<file path="src/rtl/cla_sub_pipe.sv">
// cla_sub_pipe: two-stage pipelined subtractor, D = A + ~B + ~borrowIn.
// 4-bit carry-lookahead slices chained through group P/G, valid/ready stream.
module cla_sub_pipe #(
    parameter int WIDTH = 16
) (
    input  logic             clk,
    input  logic             rst_n,
    input  logic             in_valid,
    output logic             in_ready,
    input  logic [WIDTH-1:0] A,
    input  logic [WIDTH-1:0] B,
    input  logic             borrowIn,
    output logic             out_valid,
    input  logic             out_ready,
    output logic [WIDTH-1:0] Diff,
    output logic             borrowOut,
    output logic             zero,
    output logic             ovf
);

    localparam int H  = WIDTH / 2;
    localparam int NG = H / 4;

    // Half-width add built from 4-bit lookahead slices; returns {cout, sum}.
    function automatic logic [H:0] cla_half(
        input logic [H-1:0] a,
        input logic [H-1:0] b,
        input logic         cin
    );
        logic [NG:0]  c;
        logic [H-1:0] s;
        logic [3:0]   p;
        logic [3:0]   g;
        logic [3:0]   cc;
        logic         gp;
        logic         gg;
        c    = '0;
        s    = '0;
        c[0] = cin;
        for (int k = 0; k < NG; k++) begin
            p     = a[4*k +: 4] ^ b[4*k +: 4];
            g     = a[4*k +: 4] & b[4*k +: 4];
            cc[0] = c[k];
            cc[1] = g[0] | (p[0] & c[k]);
            cc[2] = g[1] | (p[1] & g[0]) | (p[1] & p[0] & c[k]);
            cc[3] = g[2] | (p[2] & g[1]) | (p[2] & p[1] & g[0])
                  | (p[2] & p[1] & p[0] & c[k]);
            gp    = &p;
            gg    = g[3] | (p[3] & g[2]) | (p[3] & p[2] & g[1])
                  | (p[3] & p[2] & p[1] & g[0]);
            c[k+1] = gg | (gp & c[k]);
            s[4*k +: 4] = p ^ cc;
        end
        return {c[NG], s};
    endfunction

    logic         s1_valid_q;
    logic [H-1:0] s1_lo_q;
    logic         s1_c_q;
    logic [H-1:0] s1_ahi_q;
    logic [H-1:0] s1_nbhi_q;
    logic         s1_sa_q;
    logic         s1_sb_q;

    logic             out_valid_q;
    logic [WIDTH-1:0] diff_q;
    logic             bout_q;
    logic             zero_q;
    logic             ovf_q;

    logic [H:0]       lo_sum;
    logic [H:0]       hi_sum;
    logic [WIDTH-1:0] diff_d;
    logic             adv2;
    logic             in_xfer;

    assign lo_sum  = cla_half(A[H-1:0], ~B[H-1:0], ~borrowIn);
    assign hi_sum  = cla_half(s1_ahi_q, s1_nbhi_q, s1_c_q);
    assign diff_d  = {hi_sum[H-1:0], s1_lo_q};

    assign adv2     = s1_valid_q & (~out_valid_q | out_ready);
    assign in_ready = ~s1_valid_q | adv2;
    assign in_xfer  = in_valid & in_ready;

    // Stage 1: capture low-half result and raw high halves on input transfer.
    always_ff @(posedge clk or negedge rst_n) begin
        if (!rst_n) begin
            s1_valid_q <= 1'b0;
            s1_lo_q    <= '0;
            s1_c_q     <= 1'b0;
            s1_ahi_q   <= '0;
            s1_nbhi_q  <= '0;
            s1_sa_q    <= 1'b0;
            s1_sb_q    <= 1'b0;
        end else if (in_xfer) begin
            s1_valid_q <= 1'b1;
            s1_lo_q    <= lo_sum[H-1:0];
            s1_c_q     <= lo_sum[H];
            s1_ahi_q   <= A[WIDTH-1:H];
            s1_nbhi_q  <= ~B[WIDTH-1:H];
            s1_sa_q    <= A[WIDTH-1];
            s1_sb_q    <= B[WIDTH-1];
        end else if (adv2) begin
            s1_valid_q <= 1'b0;
        end
    end

    // Stage 2: resolve high half and flags; hold everything while stalled.
    always_ff @(posedge clk or negedge rst_n) begin
        if (!rst_n) begin
            out_valid_q <= 1'b0;
            diff_q      <= '0;
            bout_q      <= 1'b0;
            zero_q      <= 1'b0;
            ovf_q       <= 1'b0;
        end else if (adv2) begin
            out_valid_q <= 1'b1;
            diff_q      <= diff_d;
            bout_q      <= ~hi_sum[H];
            zero_q      <= ~|diff_d;
            ovf_q       <= (s1_sa_q ^ s1_sb_q) & (diff_d[WIDTH-1] ^ s1_sa_q);
        end else if (out_ready) begin
            out_valid_q <= 1'b0;
        end
    end

    assign out_valid = out_valid_q;
    assign Diff      = diff_q;
    assign borrowOut = bout_q;
    assign zero      = zero_q;
    assign ovf       = ovf_q;

endmodule

</file>
<file path="config.mk">
export PLATFORM = sky130hd
export DESIGN_NAME = cla_sub_pipe
export DESIGN_NICKNAME = d
export VERILOG_FILES = /design/src/rtl/cla_sub_pipe.sv
export SDC_FILE = /design/constraint.sdc
export NUM_CORES = 1
export LEC_CHECK = 0
export CELL_PAD_IN_SITES_DETAIL_PLACEMENT = 1
export CELL_PAD_IN_SITES_GLOBAL_PLACEMENT = 1
export CORE_MARGIN = 2
export CORE_UTILIZATION = 33
export CTS_CLUSTER_SIZE = 20
export DETAILED_ROUTE_END_ITERATION = 6
export PLACE_DENSITY_LB_ADDON = 0.1
export SLEW_MARGIN = 10
export SYNTH_ARGS = -nofsm -noshare
export SYNTH_HDL_FRONTEND = slang
export SYNTH_SLANG_ARGS = --single-unit
</file>
<file path="constraint.sdc">
create_clock -name clk -period 4.5 [get_ports clk]
set_input_delay 1.35 -clock clk [delete_from_list [all_inputs] [get_ports clk]]
set_output_delay 1.35 -clock clk [all_outputs]
set_load 0.02 [all_outputs]
</file>
==> out/metrics.cfg, run 1 <==
[synthesis]
ys_seq_elements=47
syn_inst=218
ys_seq_area_share_pct=48.4
yosys_warnings=0
synthAdderAreaFrac_pct=11.5
syn-num-nets=275
synth_mux_area_share_pct=9.27
yosysTopAreaCell=dfrtp_1
synth_top_family_by_area=compound AO/OA/AOI/OAI gates
syn_area_um2=2430
synth-compound-area-share_pct=12.6
syn_avg_cell_area_um2=11.1
yosysTopAreaCellShare_pct=48.4
synth-xor-area-share_pct=3.61
synth_simple_gate_area_share_pct=11.1
synth.area.top_cells=dfrtp_1 48%, mux2_2 9.3%, ha_1 8.2%
synth_cell_types=40

[detailed_routing]
ant_nets=0
avgViaCountPerCell=4.70
dr.first_iter.drc_count=48
drc=0
firstDrtPassIters=4
wire_per_inst_um=13.7
vias=1772
drt-total-wl_um=5150

[die]
fp.dieW_um=89.8
fp.dieH_um=89.8
rows=31
core_area_um2=7180
die_area_um2=8060
io_pins=58
start_util_pct=33.8

[power_and_ir_drop]
p_seq_share_pct=42.7
power_frac_comb_pct=39.6
p_int_mw=0.914
p_sw_mw=0.473
powerDensity_nw_per_um2=435
power.leakage_nw=1.40
clkPwrFrac_pct=17.8
total_power_mw=1.39
ir_worst_vdd_uv=121
swShare_pct=34.1

[placement]
io_buffers=57
dp_hpwl_um=4060
gp_congestion=0.704
place_worst_setup_slack_ps=580
place_area_um2=3100

[clocking]
h-tree-depth=2
root_buffer=clkbuf_8
ctsHoldBuffers=0
clk_pin_slew_ps=90
clock_path_buffers=2
postCtsSetupBuffers=0
cts_sinks=47
cts_resized=0
clk_latency_ps=300
numCtsBuffers=5
cts_tree=done

[critical_path]
cp-end-kind=output pin
r2r-start=s1_ahi_q[2]$_DFFE_PN0P_
path_max_fanout=3
cp_common_cell=clkdlybuf4s50_1
ff2ff_path_depth=9
worstSetupStartpointType=input pin
rrSetupSlack_ps=1680
cpMaxStageDelayCell=clkdlybuf4s50_1
cp.required_ps=3150
crit_path_max_incr_delay_ps=620
critPathArrivalTime_ps=2570
path_class=input pin to output pin
path_cells=clkdlybuf4s50_1, nand3b_1, clkdlybuf4s50_1
rr_endpoint=zero$_DFFE_PN0P_

[timing]
drv_slew=0
worst_slew_pin_slew_ps=1050
setup_tns_ps=0
finalSetupViolCount=0
worst_slack_ps=580
fmax_mhz=255
slew_headroom_pct=29.7
rsz0062_at_grt=no
fin_crit_sh_pct=87.1
period_needed_ps=3920
hold_viol_final=0
skew_ps=9.33

[final_layout]
synthToLayoutAreaGrowth_pct=31.3
layout_commonest_cell=clkdlybuf4s50_1
drive_gt1_share_pct=12.2
layout.nets=334
layout_common_cells=56 x clkdlybuf4s50_1, 47 x dfrtp_1, 25 x nand2_1
stdcell_area_um2=3190
fillers=812
fin_util_pct=44.4
antenna_cells=0

[worst_hold_path]
hold_path_startpoint=Diff[14]$_DFFE_PN0P_
hold_class=flip-flop to flip-flop
hold_depth=2
hold_end=Diff[14]$_DFFE_PN0P_

[outcome]
status=completed

[grt]
track_usage_pct=13.6
antenna_found_initial=0
grt_pass1_wl_um=8800
grt_overflow=0
grt_pass1_vias=1837
grt_max_degree=48

[run]
maxCapViolations=0

power groups by stage:
stage | logic [mW] | registers (mW) | clock network, mW
after floorplan | 0.247 | 0.666 | 0
final | 0.549 | 0.592 | 0.247
after global routing | 0.599 | 0.608 | 0.281
after global placement | 0.550 | 0.599 | 0
after CTS | 0.560 | 0.595 | 0.261
after detailed placement | 0.558 | 0.604 | 0
cell type report:
type | count | area, µm² | share of cell area, %
Clock buffer | 5 | 68.8 | 2.16
Clock inverter | 3 | 15.0 | 0.471
Inverter | 15 | 56.3 | 1.77
Multi-Input combinational cell | 149 | 1170 | 36.6
Sequential cell | 47 | 1180 | 36.9
Tap cell | 99 | 124 | 3.89
Timing Repair Buffer | 59 | 581 | 18.2
state kept, by name (all words and copies together), names as in the netlist:
signal	flops
s1_lo_q	8
s1_ahi_q	8
s1_sb_q	1
s1_nbhi_q	8
s1_valid_q	1
ovf	1
s1_c_q	1
zero	1
Diff	16
borrowOut	1
out_valid	1
worst max path at each step:
stage                          from                     end  slack (ps)  cells past startpoint
final                     out_ready                in_ready         580                      3
after global routing      out_ready                in_ready         540                      3
after CTS                 out_ready                in_ready         570                      3
after detailed placement  out_ready                in_ready         580                      3
after global placement    out_ready                in_ready         590                      3
after floorplan                B[0]  s1_lo_q[4]$_DFFE_PN0P_        1320                     10
metrics by stage:
| stage | cells | hold slack, ps |
|---|---|---|
| final | 377 | 483 |
| after CTS | 377 | 490 |
| after global routing | 377 | 514 |
| after detailed placement | 369 | 469 |
| after floorplan | 218 | 454 |
| after global placement | 369 | 462 |
Yosys cell counts:
| cell | count |
|---|---|
| a2111oi_0 | 1 |
| a211o_1 | 1 |
| a211oi_1 | 3 |
| a21o_1 | 3 |
| a21oi_1 | 6 |
| a21oi_2 | 1 |
| a311oi_2 | 1 |
| a31o_1 | 1 |
| a32o_1 | 2 |
| and2_0 | 1 |
| and4b_1 | 1 |
| buf_1 | 1 |
| buf_2 | 2 |
| clkbuf_1 | 4 |
| dfrtp_1 | 47 |
| fa_1 | 4 |
| ha_1 | 16 |
| inv_1 | 15 |
| mux2_2 | 20 |
| nand2_1 | 25 |
| nand2b_1 | 3 |
| nand3_1 | 2 |
| nand3b_1 | 1 |
| nand4_1 | 1 |
| nand4b_1 | 1 |
| nor2_1 | 4 |
| nor2b_1 | 2 |
| nor3_1 | 2 |
| nor3b_1 | 2 |
| nor4_1 | 2 |
| nor4b_1 | 3 |
| o21a_1 | 4 |
| o21ai_0 | 21 |
| o21bai_1 | 1 |
| o22a_1 | 1 |
| o32ai_1 | 1 |
| or2_2 | 1 |
| or4b_1 | 1 |
| xnor2_1 | 5 |
| xor2_1 | 5 |
metal layers:
metal	GRT usage, %	vias up	routed length [µm]
li1	-	881	-
met3	3.10	7	196
met4	5.38	0	94
met2	21.1	35	2330
met1	18.6	849	2520
met5	0	-	0
cell families after synthesis:
logic type / after synthesis
adders and majority gates: 20
DFF: 47
and+or+nand+nor: 52
AOI/OAI and AO/OA: 47
buffers and inverters: 22
xor gates and xnor gates: 10
muxes: 20
critical path, delay by kind of cell:
kind	cells	cell delay, ps
simple gates	1	140
buf+inv	2	1080
No activity file was read; power rests on OpenSTA's default activity.
==> run 2, diff against run 1 <==
Settings changed: CORE_UTILIZATION 33 to 41.
==> run 2 against run 1 <==
  * Worst setup slack lost 8.6 ps
  * First-iteration DRC count fell by 10%
  * Sequential power hardly changed
==> out/metrics.cfg, run 2 (synthesis gave the netlist of run 1 again) <==
[outcome]
status=completed

[clocking]
root_buffer=clkbuf_8
clock_path_buffers=2  ; unchanged
cts_tree=done
h-tree-depth=2  ; unchanged
postCtsSetupBuffers=0  ; unchanged
clk_pin_slew_ps=90  ; about the same
numCtsBuffers=5  ; unchanged
clk_latency_ps=310  ; about the same
ctsHoldBuffers=0  ; unchanged
cts_sinks=47  ; unchanged
cts_resized=0  ; unchanged

[grt]
grt_pass1_wl_um=8440  ; -4.1%
track_usage_pct=17.0  ; +3.4 points
grt_pass1_vias=1794  ; -2.3%
antenna_found_initial=0  ; unchanged
grt_max_degree=48  ; unchanged
grt_overflow=0  ; unchanged

[timing]
hold_viol_final=0  ; unchanged
finalSetupViolCount=0  ; unchanged
period_needed_ps=3930  ; +8.58 ps
worst_slew_pin_slew_ps=1050  ; -0.844 ps
skew_ps=13.7  ; +4.40 ps
hold_slack_ps=489  ; +6.38 ps
drv_slew=0  ; unchanged
worst_slack_ps=571  ; -8.58 ps
rsz0062_at_grt=no
slew_headroom_pct=29.8  ; +0.056 points
fmax_mhz=255  ; -0.22%
fin_crit_sh_pct=87.3  ; +0.19 points
setup_tns_ps=0  ; unchanged

[critical_path]
worstSetupStartpointType=input pin
rrSetupSlack_ps=1820  ; +140 ps
path_max_fanout=3  ; unchanged
cp-end-kind=output pin
path_class=input pin to output pin
cp.required_ps=3150  ; about the same
critPathArrivalTime_ps=2580  ; about the same
ff2ff_path_depth=9  ; unchanged
rr_endpoint=zero$_DFFE_PN0P_
r2r-start=s1_ahi_q[2]$_DFFE_PN0P_

[run]
maxCapViolations=0  ; unchanged

[power_and_ir_drop]
power.leakage_nw=1.41  ; +0.96%
powerDensity_nw_per_um2=460  ; +5.8%
ir_worst_vdd_uv=224  ; +85%

[worst_hold_path]
hold_path_startpoint=Diff[14]$_DFFE_PN0P_
hold_depth=2  ; unchanged
hold_class=flip-flop to flip-flop
hold_end=Diff[14]$_DFFE_PN0P_

[final_layout]
drive_gt1_share_pct=12.2  ; unchanged
largest_reg_flops=16  ; unchanged
fillers=659  ; -19%
layout_commonest_cell=clkdlybuf4s50_1
fin_cells=353  ; -6.4%
stdcell_area_um2=3190  ; +0.12%
antenna_cells=0  ; unchanged
layout_common_cells=56 x clkdlybuf4s50_1, 47 x dfrtp_1, 25 x nand2_1
synthToLayoutAreaGrowth_pct=31.4
layout.nets=334  ; unchanged

[die]
fp.dieH_um=81.0  ; -9.8%
die_area_um2=6560  ; -19%
core_area_um2=5820  ; -19%
fp.dieW_um=81.0  ; -9.8%
io_pins=58  ; unchanged
start_util_pct=41.8  ; +7.9 points
rows=28  ; -9.7%

[placement]
place_inst=345  ; -6.5%
place_worst_setup_slack_ps=566  ; -14.0 ps
io_buffers=57  ; unchanged
dp_hpwl_um=3950  ; -2.8%
place_area_um2=3070  ; -0.97%
gp_congestion=0.733  ; +4.0%

[detailed_routing]
wire_per_inst_um=14.3  ; +4.5%
avgViaCountPerCell=4.96  ; +5.6%
dr.first_iter.drc_count=43  ; -10%
ant_nets=0  ; unchanged
firstDrtPassIters=4  ; unchanged
drt-total-wl_um=5040  ; -2.2%
drc=0  ; unchanged
vias=1752  ; -1.1%

## run 2: worst max path at each step
stage          slack, ps                endpoint       from
2_1_floorplan       1320  s1_lo_q[4]$_DFFE_PN0P_       B[0]
3_3_place_gp         590                in_ready  out_ready
3_5_place_dp         570                in_ready  out_ready
4_1_cts              570                in_ready  out_ready
5_1_grt              520                in_ready  out_ready
6_report             570                in_ready  out_ready
## run 2: worst max-delay path, stage by stage
cell and delay, ps:
clkdlybuf4s50_1 460, nand3b_1 140, clkdlybuf4s50_1 620
## run 2: cell type report
class	instances	area [µm²]	share of cell area (%)
sequential	47	1180	36.8
tap	75	93.8	2.94
multi-input combinational	149	1170	36.6
inverter	15	56.3	1.76
clock buffer	6	82.6	2.59
timing repair buffer	59	581	18.2
clock inverter	2	35.0	1.10
## run 2: power breakdown
part | leakage (nW) | total [mW] | switching [mW] | internal [mW]
registers | 0.566 | 0.593 | 0.0666 | 0.526
logic | 0.787 | 0.552 | 0.271 | 0.282
clock network | 0.0612 | 0.324 | 0.144 | 0.180
total | 1.41 | 1.47 | 0.481 | 0.988
## run 2: metal layers
| metal | track usage [%] | vias up | wire, µm |
|---|---|---|---|
| met5 | 0 | - | 0 |
| met2 | 27.7 | 39 | 2300 |
| met3 | 4.89 | 3 | 245 |
| met1 | 22.4 | 825 | 2460 |
| met4 | 4.07 | 0 | 31 |
| li1 | - | 885 | - |
## run 2: per-stage QoR
| step | utilization (%) | total power, mW |
|---|---|---|
| after floorplan | - | 0.912 |
| after global placement | 52.9 | 1.14 |
| after detailed placement | 52.9 | 1.16 |
| after CTS | 54.9 | 1.49 |
| after global routing | 54.9 | 1.57 |
| final | 54.9 | 1.47 |
